==> src/rtl/imem_loader_pkg.sv <==
// Shared types and constants for the instruction-memory loader.
package imem_loader_pkg;
  typedef enum logic [2:0] {IDLE, HI, LO, WR, CSUM, DONE, ERR} state_t;
  localparam logic [15:0] HALT_DEFAULT = 16'hFFFF;
  localparam int          WORD_BYTES   = 2;
endpackage

==> src/rtl/imem_loader_if.sv <==
// Byte-stream input handshake plus instruction-memory write bus.
interface imem_loader_if #(parameter int ADDR_W = 16);
  import imem_loader_pkg::*;
  logic              in_valid;
  logic [7:0]        in_data;
  logic              in_ready;
  logic              mem_we;
  logic [ADDR_W-1:0] mem_addr;
  logic [15:0]       mem_wdata;

  modport master (input in_valid, in_data, output in_ready, mem_we, mem_addr, mem_wdata);
  modport slave  (output in_valid, in_data, input in_ready, mem_we, mem_addr, mem_wdata);
endinterface

==> src/rtl/imem_loader_word_assembler.sv <==
// Packs byte pairs into a 16-bit word, high byte first.
// With CHECKSUM_EN defined, also keeps a mod-256 running sum of the loaded bytes.
module word_assembler (
  input  logic        clock,
  input  logic        reset_n,
`ifdef CHECKSUM_EN
  input  logic        clr,
  output logic        csum_ok,
`endif
  input  logic        hi_en,
  input  logic        lo_en,
  input  logic [7:0]  data,
  output logic [15:0] word
);
  logic [7:0] hi_q, lo_q;

  always_ff @(posedge clock or negedge reset_n) begin
    if (!reset_n) begin
      hi_q <= 8'h00;
      lo_q <= 8'h00;
    end else begin
      if (hi_en) hi_q <= data;
      if (lo_en) lo_q <= data;
    end
  end

  assign word = {hi_q, lo_q};

`ifdef CHECKSUM_EN
  logic [7:0] sum_q;
  logic [7:0] neg_sum;

  always_ff @(posedge clock or negedge reset_n) begin
    if (!reset_n)            sum_q <= 8'h00;
    else if (clr)            sum_q <= 8'h00;
    else if (hi_en || lo_en) sum_q <= sum_q + data;
  end

  // The trailing byte must cancel the sum of everything before it.
  assign neg_sum = 8'd0 - sum_q;
  assign csum_ok = (data == neg_sum);
`endif
endmodule

==> src/rtl/imem_loader.sv <==
// Streams byte pairs into instruction memory and holds the CPU in reset until
// the halt word lands. Optional trailing checksum byte: define CHECKSUM_EN.
module imem_loader
  import imem_loader_pkg::*;
#(
  parameter int          ADDR_W    = 16,
  parameter int          MAX_WORDS = 256,
  parameter logic [15:0] HALT_WORD = HALT_DEFAULT
) (
  input  logic              clock,
  input  logic              reset_n,
  input  logic              start,
  imem_loader_if.master     bus,
  output logic              cpu_hold,
  output logic              done,
  output logic              err,
  output logic [ADDR_W-1:0] word_count
);
  localparam logic [ADDR_W:0] MAX_CNT = (ADDR_W+1)'(MAX_WORDS);

  state_t            state_q, state_d;
  logic [ADDR_W-1:0] addr_q, count_q;
  logic [15:0]       word;
  logic              xfer, restart, hi_en, lo_en, last_slot;

  assign xfer      = bus.in_valid & bus.in_ready;
  assign restart   = start & (state_q inside {IDLE, DONE, ERR});
  assign hi_en     = xfer & (state_q == HI);
  assign lo_en     = xfer & (state_q == LO);
  assign last_slot = ({1'b0, count_q} + 1'b1) == MAX_CNT;

`ifdef CHECKSUM_EN
  logic csum_ok;
  word_assembler u_asm (
    .clock, .reset_n, .clr(restart), .csum_ok,
    .hi_en, .lo_en, .data(bus.in_data), .word
  );
`else
  word_assembler u_asm (
    .clock, .reset_n,
    .hi_en, .lo_en, .data(bus.in_data), .word
  );
`endif

  always_ff @(posedge clock or negedge reset_n) begin
    if (!reset_n) state_q <= IDLE;
    else          state_q <= state_d;
  end

  always_comb begin
    state_d = state_q;
    case (state_q)
      IDLE, DONE, ERR: if (start) state_d = HI;
      HI:              if (xfer)  state_d = LO;
      LO:              if (xfer)  state_d = WR;
      WR: begin
`ifdef CHECKSUM_EN
        if (word == HALT_WORD)  state_d = CSUM;
`else
        if (word == HALT_WORD)  state_d = DONE;
`endif
        else if (last_slot)     state_d = ERR;
        else                    state_d = HI;
      end
`ifdef CHECKSUM_EN
      CSUM:            if (xfer)  state_d = csum_ok ? DONE : ERR;
`endif
      default:                    state_d = IDLE;
    endcase
  end

  always_ff @(posedge clock or negedge reset_n) begin
    if (!reset_n) begin
      addr_q  <= '0;
      count_q <= '0;
    end else if (restart) begin
      addr_q  <= '0;
      count_q <= '0;
    end else if (state_q == WR) begin
      addr_q  <= addr_q + ADDR_W'(WORD_BYTES);
      count_q <= count_q + 1'b1;
    end
  end

`ifdef CHECKSUM_EN
  assign bus.in_ready = state_q inside {HI, LO, CSUM};
`else
  assign bus.in_ready = state_q inside {HI, LO};
`endif
  assign bus.mem_we    = (state_q == WR);
  assign bus.mem_addr  = addr_q;
  assign bus.mem_wdata = word;
  assign done          = (state_q == DONE);
  assign err           = (state_q == ERR);
  assign cpu_hold      = (state_q != DONE);
  assign word_count    = count_q;
endmodule
==> src/flat_wrapper.sv <==
// flat-port wrapper written by rule: the top's interface ports become plain ports
module imem_loader_flat import imem_loader_pkg::*;
#(
  parameter int          ADDR_W    = 16,
  parameter int          MAX_WORDS = 256,
  parameter logic [15:0] HALT_WORD = HALT_DEFAULT
)
  (clock, reset_n, start, cpu_hold, done, err, word_count, bus_in_valid, bus_in_data, bus_in_ready, bus_mem_we, bus_mem_addr, bus_mem_wdata);
  imem_loader_if #(.ADDR_W(ADDR_W)) bus_i ();
  input  logic clock;
  input  logic reset_n;
  input  logic start;
  output logic cpu_hold;
  output logic done;
  output logic err;
  output logic [ADDR_W-1:0] word_count;
  input wire logic [$bits(bus_i.in_valid)-1:0] bus_in_valid;
  input wire logic [$bits(bus_i.in_data)-1:0] bus_in_data;
  output wire logic [$bits(bus_i.in_ready)-1:0] bus_in_ready;
  output wire logic [$bits(bus_i.mem_we)-1:0] bus_mem_we;
  output wire logic [$bits(bus_i.mem_addr)-1:0] bus_mem_addr;
  output wire logic [$bits(bus_i.mem_wdata)-1:0] bus_mem_wdata;
  assign bus_i.in_valid = bus_in_valid;
  assign bus_i.in_data = bus_in_data;
  assign bus_in_ready = bus_i.in_ready;
  assign bus_mem_we = bus_i.mem_we;
  assign bus_mem_addr = bus_i.mem_addr;
  assign bus_mem_wdata = bus_i.mem_wdata;
  imem_loader #(.ADDR_W(ADDR_W), .MAX_WORDS(MAX_WORDS), .HALT_WORD(HALT_WORD)) u_core (.clock(clock), .reset_n(reset_n), .start(start), .bus(bus_i), .cpu_hold(cpu_hold), .done(done), .err(err), .word_count(word_count));
endmodule
==> config.mk <==
export PLATFORM = sky130hd
export DESIGN_NAME = imem_loader_flat
export DESIGN_NICKNAME = d
export VERILOG_FILES = /design/src/rtl/imem_loader_pkg.sv /design/src/rtl/imem_loader_if.sv /design/src/rtl/imem_loader_word_assembler.sv /design/src/rtl/imem_loader.sv /design/src/flat_wrapper.sv
export SDC_FILE = /design/constraint.sdc
export NUM_CORES = 1
export LEC_CHECK = 0
export BUFFER_PORTS_ARGS = -buffer_cell sky130_fd_sc_hd__buf_2
export CORE_UTILIZATION = 53
export DETAILED_ROUTE_END_ITERATION = 16
export GPL_TIMING_DRIVEN = 1
export PLACE_DENSITY = 0.88
export SYNTH_ARGS = -nofsm -noshare
export SYNTH_HDL_FRONTEND = slang
export SYNTH_SLANG_ARGS = --single-unit
==> constraint.sdc <==
create_clock -name clock -period 2.55 [get_ports clock]
set_clock_uncertainty 0.1 [all_clocks]
set_input_delay 0.255 -clock clock [delete_from_list [all_inputs] [get_ports clock]]
set_output_delay 0.255 -clock clock [all_outputs]
set_load 0.005 [all_outputs]
==> results.py, run 1 <==
metrics = {
    "run_status": {
        "status": "complete, no violations",
    },
    "power_and_ir_drop": {
        "p_clk_frac": 0.227,
        "swShare": 0.342,
        "vdd_drop_max_v": 0.000652,
        "pwr-share-seq": 0.463,
        "leakage_nw": 1.52,
        "internal-power_mw": 1.63,
        "p_switching_mw": 0.849,
        "power_density_mw_per_mm2": 781,
        "p_comb_frac": 0.309,
    },
    "finish": {
        "syn_to_final_growth_pct": 17.1,
        "layout_commonest_cell": "buf_2",
        "diodes": 0,
        "register_area_mm2": 0.00125,
        "layout-drive-gt1-share": 0.316,
        "fin_util": 0.660,
        "multi_input_area_mm2": 0.00134,
        "fillerInstances": 413,
        "final_cell_mix": "63 x buf_2, 50 x dfrtp_1, 28 x nor2_1",
        "final_nets": 349,
        "finalNonFillerCells": 402,
    },
    "synthesis": {
        "ys_types": 46,
        "synthAdderAreaFrac": 0.0138,
        "synth_top_area_share": 0.461,
        "yosys.area.top_type": "dfrtp_1",
        "synth_warnings": 0,
        "yosys.area_share.xor_xnor": 0.0807,
        "synth_compound_area_frac": 0.107,
        "synth_seq_cells": 50,
        "synth_area_leaders": "dfrtp_1 46%, mux2_2 6.6%, xnor2_1 4.8%, nor2_1 3.9%, o21ai_0 3.5%",
        "synth_cells": 276,
        "synth_top_family_by_area": "simple AND/OR/NAND/NOR gates",
        "synth_seq_area_share": 0.461,
        "syn_avg_cell_area_um2": 9.83,
        "syn_nets": 291,
        "async_reset_ff_frac": 1.00,
        "synth_edf_count": 0,
        "synth_area_mm2": 0.00271,
        "synth_simple_gate_area_share": 0.221,
        "ys.flop_type": "dfrtp_1",
        "synth_mux_area_frac": 0.0664,
    },
    "critical_path": {
        "timing_worst_setup_path_type": "reg2reg",
        "end_kind": "flip-flop",
        "arrival_ps": 2450,
        "cp-start-kind": "flip-flop",
        "r2r_setup_slack_ps": 210,
        "critPathRequiredTime_ps": 2650,
        "cp_max_fo": 7,
    },
    "clocking": {
        "cts_made_buffers": 5,
        "cts.sinks": 50,
        "root_buffer": "clkbuf_8",
        "clock_latency_ps": 310,
        "post_cts_buffers": 0,
        "clockBufferDepth": 2,
        "cts_max_level": 2,
        "clkTransAtPathRegs_ps": 100,
        "cts_tree": "built",
    },
    "die": {
        "die_x_um": 73.6,
        "dieArea_mm2": 0.00541,
        "core_area_mm2": 0.00482,
        "start_util": 0.563,
        "chipHeight_um": 73.6,
        "core.rowCount": 25,
        "pin_count": 65,
    },
    "detailed_routing": {
        "via_per_inst": 5.68,
        "drtIter0Drc": 160,
        "wl_per_cell_um": 15.2,
        "vias": 2284,
        "ant_nets": 0,
        "wl_um": 6130,
        "drc": 0,
        "drt_first_pass_iters": 4,
    },
    "timing": {
        "worst_pin_slew_ps": 704,
        "setup_slack_ps": 205,
        "hold_viol": 0,
        "setup_viol": 0,
        "setup_tns_ps": 0,
        "period_share": 0.919,
        "fmaxAchievable_mhz": 427,
        "fin_crit_ps": 2340,
        "max-slew-margin-rel": 0.531,
        "drv_slew": 0,
        "rsz0062_at_grt": "false",
        "timing.hold.ws_ps": 90.0,
    },
    "placement": {
        "gp_congestion": 0.929,
        "portBuffers": 63,
        "dp_hpwl_um": 4410,
        "dp_cells": 393,
        "pre_cts_ws_ps": 171,
    },
    "grt": {
        "grt_max_degree": 30,
        "grt_pass1_vias": 2163,
        "grt_remaining_overflow": 0,
        "grt_pass1_wl_um": 10100,
        "grtUsageTotal": 0.243,
        "antenna_found_initial": 0,
    },
    "job": {
        "maxCapViolCount": 0,
    },
    "worst_hold_path": {
        "hold_class": "in2reg",
    },
}
## cells in the mapped netlist (all sizes together) (2+ instances only)
master	n
and2	2
a21oi	10
buf	9
a31oi	5
o31ai	5
nand2	21
and3	4
o21ai	19
nor4	7
clkbuf	10
inv	5
dfrtp	50
mux2	16
nand3	8
xnor2	15
nand4	13
or3	4
nor4b	2
nor2b	2
and4	2
nor3	9
nor2	28
nand2b	4
ha	3
a211o	3
xor2	10
## critical path, stage by stage (launching register included)
cell      delay, ps
dfrtp_1         490
ha_1            330
and3_1          280
nor4_1          200
a31oi_1          90
nor3_2          250
nand4b_1        180
a211o_1         330
## final cells by class
class,count,area share
well taps,67,0.0264
multi-input cells,202,0.422
clock buffers,5,0.0217
repair buffers,70,0.117
inverters,5,0.00591
clock inverters,3,0.0142
flip-flops and latches,50,0.394
## flip-flops by register name, indices dropped and copies added (netlist names)
name / count
u_core.u_asm.hi_q: 8
u_core.state_q: 3
u_core.u_asm.lo_q: 8
u_core.bus.mem_addr: 15
u_core.word_count: 16
## power groups by stage
stage | Sequential [mW] | Clock [mW] | Combinational, mW
2_1_floorplan | 1.12 | 0 | 0.475
3_3_place_gp | 1.15 | 0 | 0.729
3_5_place_dp | 1.16 | 0 | 0.759
4_1_cts | 1.15 | 0.573 | 0.765
5_1_grt | 1.18 | 0.609 | 0.841
6_report | 1.15 | 0.564 | 0.767
## metal layers
layer	share of wire	track usage
met4	0.0065	0.0641
met3	0.064	0.0535
met1	0.44	0.332
met5	0	0
met2	0.49	0.391
## timing repair
| action | CTS | global route |
|---|---|---|
| hold buffers | 1 | 0 |
| endpoints found under the hold margin | 27 | 0 |
| resized for setup | 0 | 2 |
| setup endpoints to repair | 0 | 10 |
## path summary, 6_finish.rpt
check,start,endpoint,cells after the start
min in group asynchronous,reset_n,u_core.word_count[15],2
worst min-delay path,bus_in_data[0],u_core.u_asm.hi_q[0],2
worst min register to register,u_core.u_asm.lo_q[5],u_core.u_asm.lo_q[5],1
worst max register to register,u_core.word_count[0],u_core.state_q[0],7
worst max-delay path,u_core.word_count[0],u_core.state_q[0],7
max in group asynchronous,reset_n,u_core.u_asm.lo_q[5],3
## logic make-up (layout without fill, tap and decap cells)
| family | after synthesis | in the layout |
|---|---|---|
| compound gates | 47 | 47 |
| mux | 16 | 16 |
| flops | 50 | 50 |
| fa+ha+maj | 3 | 3 |
| other cells | 1 | 1 |
| simple gates | 110 | 110 |
| buf+inv | 24 | 83 |
| xor+xnor | 25 | 25 |
## per-stage QoR
step	area [um2]	total power, mW
2_1_floorplan	2710	1.59
6_report	3180	2.48
3_3_place_gp	3050	1.88
4_1_cts	3170	2.48
5_1_grt	3180	2.63
3_5_place_dp	3050	1.92
No activity file was read; power rests on OpenSTA's default activity.
==> run 2: changes to the inputs <==
--- a/config.mk
+++ b/config.mk
@@ -5,11 +5,12 @@
 export SDC_FILE = /design/constraint.sdc
 export NUM_CORES = 1
 export LEC_CHECK = 0
-export BUFFER_PORTS_ARGS = -buffer_cell sky130_fd_sc_hd__buf_2
-export CORE_UTILIZATION = 53
+export CORE_UTILIZATION = 55
 export DETAILED_ROUTE_END_ITERATION = 16
+export DONT_BUFFER_PORTS = 1
 export GPL_TIMING_DRIVEN = 1
-export PLACE_DENSITY = 0.88
+export PLACE_DENSITY = 0.79
+export SKIP_CTS_REPAIR_TIMING = 1
 export SYNTH_ARGS = -nofsm -noshare
 export SYNTH_HDL_FRONTEND = slang
 export SYNTH_SLANG_ARGS = --single-unit
==> results.py, run 2 (synthesis results as in run 1) <==
metrics = {
    "critical_path": {
        "cp_slowest_cell": "dfrtp_1",
        "r2r_start": "u_core.word_count[0]",
        "r2r_cells": 7,
        "regToRegEndpoint": "u_core.state_q[0]",
        "critPathBufInv": 0,
        "crit_chain": "ha_1 -> and3_1 -> nor4_1 -> a31oi_1 -> nor3_1 -> nand4b_1 -> a211o_1",
        "arrival_ps": 2440,
        "critPathRequiredTime_ps": 2640,
        "cp-start-kind": "flip-flop",
        "cp_max_fo": 7,
        "timing_worst_setup_path_type": "reg2reg",
        "r2r_setup_slack_ps": 200,
        "max_stage_delay_ps": 510,
        "path_delay_family": "simple AND/OR/NAND/NOR gates",
        "end_kind": "flip-flop",
    },
    "clocking": {
        "clockBufferDepth": 2,
        "cts_tree": "built",
        "clkTransAtPathRegs_ps": 100,
        "root_buffer": "clkbuf_8",
        "cts.sinks": 50,
        "cts_max_level": 2,
        "cts_made_buffers": 5,
        "clock_latency_ps": 300,
    },
    "timing": {
        "setup_viol": 0,
        "fmaxAchievable_mhz": 425,
        "timing.hold.ws_ps": 9.16,
        "worst_pin_slew_ps": 658,
        "drv_slew": 0,
        "setup_tns_ps": 0,
        "hold_viol": 0,
        "fin_crit_ps": 2350,
        "period_share": 0.923,
        "max-slew-margin-rel": 0.560,
        "setup_slack_ps": 196,
        "rsz0062_at_grt": "false",
    },
    "die": {
        "dieArea_mm2": 0.00522,
        "die_x_um": 72.2,
        "start_util": 0.575,
        "chipHeight_um": 72.2,
        "core.rowCount": 25,
        "pin_count": 65,
        "core_area_mm2": 0.00472,
    },
    "detailed_routing": {
        "via_per_inst": 5.91,
        "vias": 2070,
        "ant_nets": 0,
        "wl_um": 5630,
        "drc": 0,
        "wl_per_cell_um": 16.1,
        "drt_first_pass_iters": 4,
        "drtIter0Drc": 114,
    },
    "grt": {
        "grt_pass1_wl_um": 9050,
        "antenna_found_initial": 0,
        "grt_remaining_overflow": 0,
        "grt_max_degree": 51,
        "grtUsageTotal": 0.222,
        "grt_pass1_vias": 1975,
    },
    "placement": {
        "pre_cts_ws_ps": 246,
        "dp_hpwl_um": 3920,
        "post_dp_cell_area_mm2": 0.00275,
        "portBuffers": 0,
        "gp_congestion": 0.919,
    },
    "power_and_ir_drop": {
        "leakage_nw": 1.29,
        "power_density_mw_per_mm2": 819,
        "vdd_drop_max_v": 0.000512,
    },
    "job": {
        "maxCapViolCount": 0,
    },
    "worst_hold_path": {
        "hold_path_depth": 1,
        "hold-path-endpoint": "u_core.u_asm.hi_q[3]",
        "min_from": "bus_in_data[3]",
        "hold_class": "in2reg",
    },
    "finish": {
        "final_cell_mix": "50 x dfrtp_1, 28 x nor2_1, 21 x nand2_1",
        "largest_reg_flops": 16,
        "stdcell_area_mm2": 0.00301,
        "layout-drive-gt1-share": 0.155,
        "syn_to_final_growth_pct": 10.7,
        "fillerInstances": 374,
        "layout_commonest_cell": "dfrtp_1",
        "final_nets": 297,
        "diodes": 0,
    },
    "run_status": {
        "status": "complete, no violations",
    },
}
run 2: worst max path at each step:
stage | startpoint | end | slack (ps) | cells after the start
2_1_floorplan | u_core.word_count[0] | u_core.state_q[0] | 410 | 8
3_3_place_gp | u_core.word_count[0] | u_core.state_q[0] | 300 | 7
3_5_place_dp | u_core.word_count[0] | u_core.state_q[0] | 250 | 7
4_1_cts | u_core.word_count[0] | u_core.state_q[0] | 220 | 7
5_1_grt | u_core.word_count[1] | u_core.state_q[0] | 30 | 6
6_report | u_core.word_count[0] | u_core.state_q[0] | 200 | 7
run 2: routing by layer:
metal	track usage	vias up	part of all wire
met2	0.360	72	0.47
met4	0.0523	0	0.010
met1	0.291	999	0.44
li1	-	992	-
met3	0.0708	7	0.080
met5	0	-	0
run 2: worst reg2reg max path, cell delays in order, from the launching register on:
cell,delay (ps)
dfrtp_1,510
ha_1,330
and3_1,260
nor4_1,190
a31oi_1,70
nor3_1,300
nand4b_1,180
a211o_1,320
run 2: cell type report:
type | count | area [um2] | share of cell area
multi-input combinational | 202 | 1330 | 0.443
sequential | 50 | 1250 | 0.416
timing repair buffer | 18 | 178 | 0.0591
tap | 67 | 83.8 | 0.0279
clock buffer | 6 | 82.6 | 0.0275
clock inverter | 2 | 60.1 | 0.0200
inverter | 5 | 18.8 | 0.00624
run 2: where the power goes:
part	internal (mW)	switching [mW]	total, mW
clock network	0.418	0.262	0.680
registers	0.967	0.219	1.19
logic	0.285	0.310	0.595
total	1.67	0.791	2.46
run 2: through the flow:
| step | power, mW | std cells | utilization |
|---|---|---|---|
| 6_report | 2.46 | 350 | 0.636 |
| 3_5_place_dp | 1.76 | 332 | 0.581 |
| 4_1_cts | 2.44 | 340 | 0.611 |
| 2_1_floorplan | 1.59 | 276 | - |
| 5_1_grt | 2.60 | 350 | 0.636 |
| 3_3_place_gp | 1.74 | 332 | 0.581 |
==> run 3: changes to the inputs <==
--- a/config.mk
+++ b/config.mk
@@ -10,6 +10,7 @@
 export DONT_BUFFER_PORTS = 1
 export GPL_TIMING_DRIVEN = 1
 export PLACE_DENSITY = 0.79
+export SETUP_SLACK_MARGIN = 0.3
 export SKIP_CTS_REPAIR_TIMING = 1
 export SYNTH_ARGS = -nofsm -noshare
 export SYNTH_HDL_FRONTEND = slang
==> results.py, run 3 (synthesis results as in run 1) <==
metrics = {
    "run_status": {
        "status": "complete, no violations",
    },
    "power_and_ir_drop": {
        "swShare": 0.323,
        "pwr-share-seq": 0.480,
        "p_switching_mw": 0.799,
        "internal-power_mw": 1.68,
        "vdd_drop_max_v": 0.000512,
        "finalPower_mw": 2.47,
        "leakage_nw": 1.29,
        "p_clk_frac": 0.276,
        "power_density_mw_per_mm2": 815,
        "p_comb_frac": 0.244,
    },
    "detailed_routing": {
        "via_per_inst": 5.98,
        "drc": 0,
        "drtIter0Drc": 126,
        "wl_um": 5700,
        "drt_first_pass_iters": 4,
        "wl_per_cell_um": 16.2,
        "vias": 2099,
        "ant_nets": 0,
    },
    "placement": {
        "dp_cells": 332,
        "pre_cts_ws_ps": 246,
        "dp_hpwl_um": 3920,
        "gp_congestion": 0.919,
        "portBuffers": 0,
    },
    "job": {
        "maxCapViolCount": 0,
    },
    "timing": {
        "setup_tns_ps": 0,
        "rsz0062_at_grt": "true",
        "period_share": 0.870,
        "fin_crit_ps": 2220,
        "fmaxAchievable_mhz": 451,
        "hold_viol": 0,
        "worst_pin_slew_ps": 657,
        "setup_slack_ps": 332,
        "max-slew-margin-rel": 0.561,
        "drv_slew": 0,
        "setup_viol": 0,
    },
    "die": {
        "dieArea_mm2": 0.00522,
        "die_x_um": 72.2,
        "core_area_mm2": 0.00472,
        "chipHeight_um": 72.2,
        "start_util": 0.575,
        "pin_count": 65,
        "core.rowCount": 25,
    },
    "critical_path": {
        "timing_worst_setup_path_type": "reg2reg",
        "crit_chain": "nand4_1 -> nor4_4 -> buf_4 -> a211o_1 -> a221oi_2 -> nand4b_1 -> a211o_1",
        "crit_top_cell": "a211o_1",
        "arrival_ps": 2310,
        "critPathRequiredTime_ps": 2640,
        "max_stage_delay_ps": 480,
        "cp_max_fo": 7,
        "cp_slowest_cell": "dfrtp_1",
        "cp-start-kind": "flip-flop",
        "end_kind": "flip-flop",
    },
    "finish": {
        "multi_input_area_mm2": 0.00135,
        "syn_to_final_growth_pct": 11.9,
        "final_cell_mix": "44 x dfrtp_1, 28 x nor2_1, 21 x nand2_1",
        "largest_reg_flops": 16,
        "layout_commonest_cell": "dfrtp_1",
        "fillerInstances": 362,
        "register_area_mm2": 0.00126,
        "finalNonFillerCells": 351,
        "final_nets": 298,
        "layout-drive-gt1-share": 0.194,
        "diodes": 0,
    },
    "grt": {
        "grtUsageTotal": 0.222,
        "grt_max_degree": 51,
        "grt_remaining_overflow": 0,
        "antenna_found_initial": 0,
        "grt_pass1_wl_um": 9050,
        "grt_pass1_vias": 1975,
    },
    "clocking": {
        "cts_made_buffers": 5,
        "clockBufferDepth": 2,
        "clock_latency_ps": 300,
        "cts_tree": "built",
        "cts_max_level": 2,
        "cts.sinks": 50,
        "root_buffer": "clkbuf_8",
        "clkTransAtPathRegs_ps": 100,
    },
    "worst_hold_path": {
        "hold_class": "in2reg",
    },
}
[run 3: through the flow]
step	hold slack (ps)	utilization	area, um2
global placement	-139	0.581	2750
CTS	-469	0.611	2890
floorplan	-141	-	2710
finish	8.55	0.643	3040
detailed placement	-139	0.581	2750
global route	0.719	0.643	3040
[run 3: metal layers]
layer,global-route usage,share of wire,up-vias
li1,-,-,997
met1,0.291,0.44,1018
met2,0.360,0.47,75
met3,0.0708,0.078,9
met4,0.0523,0.011,0
met5,0,0,-
[run 3: final cells by class]
| cell class | count | share of cell area |
|---|---|---|
| Clock buffer | 6 | 0.0272 |
| Tap cell | 67 | 0.0276 |
| Sequential cell | 50 | 0.415 |
| Multi-Input combinational cell | 202 | 0.444 |
| Clock inverter | 2 | 0.0198 |
| Timing Repair Buffer | 19 | 0.0610 |
| Inverter | 5 | 0.00618 |
[run 3: worst paths after layout]
check / start / end / slack [ps] / depth (start not counted)
max: u_core.word_count[8] / u_core.state_q[0] / 330 / 7
min reg2reg: u_core.u_asm.lo_q[3] / u_core.u_asm.lo_q[3] / 470 / 1
max in group asynchronous: reset_n / u_core.word_count[0] / 1760 / 2
max reg2reg: u_core.word_count[8] / u_core.state_q[0] / 330 / 7
min in group asynchronous: reset_n / u_core.word_count[10] / 360 / 2
min: bus_in_data[3] / u_core.u_asm.hi_q[3] / 9 / 1
[run 3: power by group through the flow]
stage	combinational [mW]	sequential, mW	clock [mW]
2_1_floorplan	0.475	1.12	0
3_5_place_dp	0.559	1.20	0
6_report	0.603	1.19	0.683
5_1_grt	0.662	1.23	0.719
4_1_cts	0.562	1.19	0.694
3_3_place_gp	0.546	1.20	0
[run 3: worst max-delay path: cells and delay by family, from the launching register on]
| family | cells | cell delay (ps) |
|---|---|---|
| AO/OA/AOI/OAI | 3 | 860 |
| AND/OR/NAND/NOR | 3 | 500 |
| buffers and inverters | 1 | 150 |
| flip-flops | 1 | 480 |
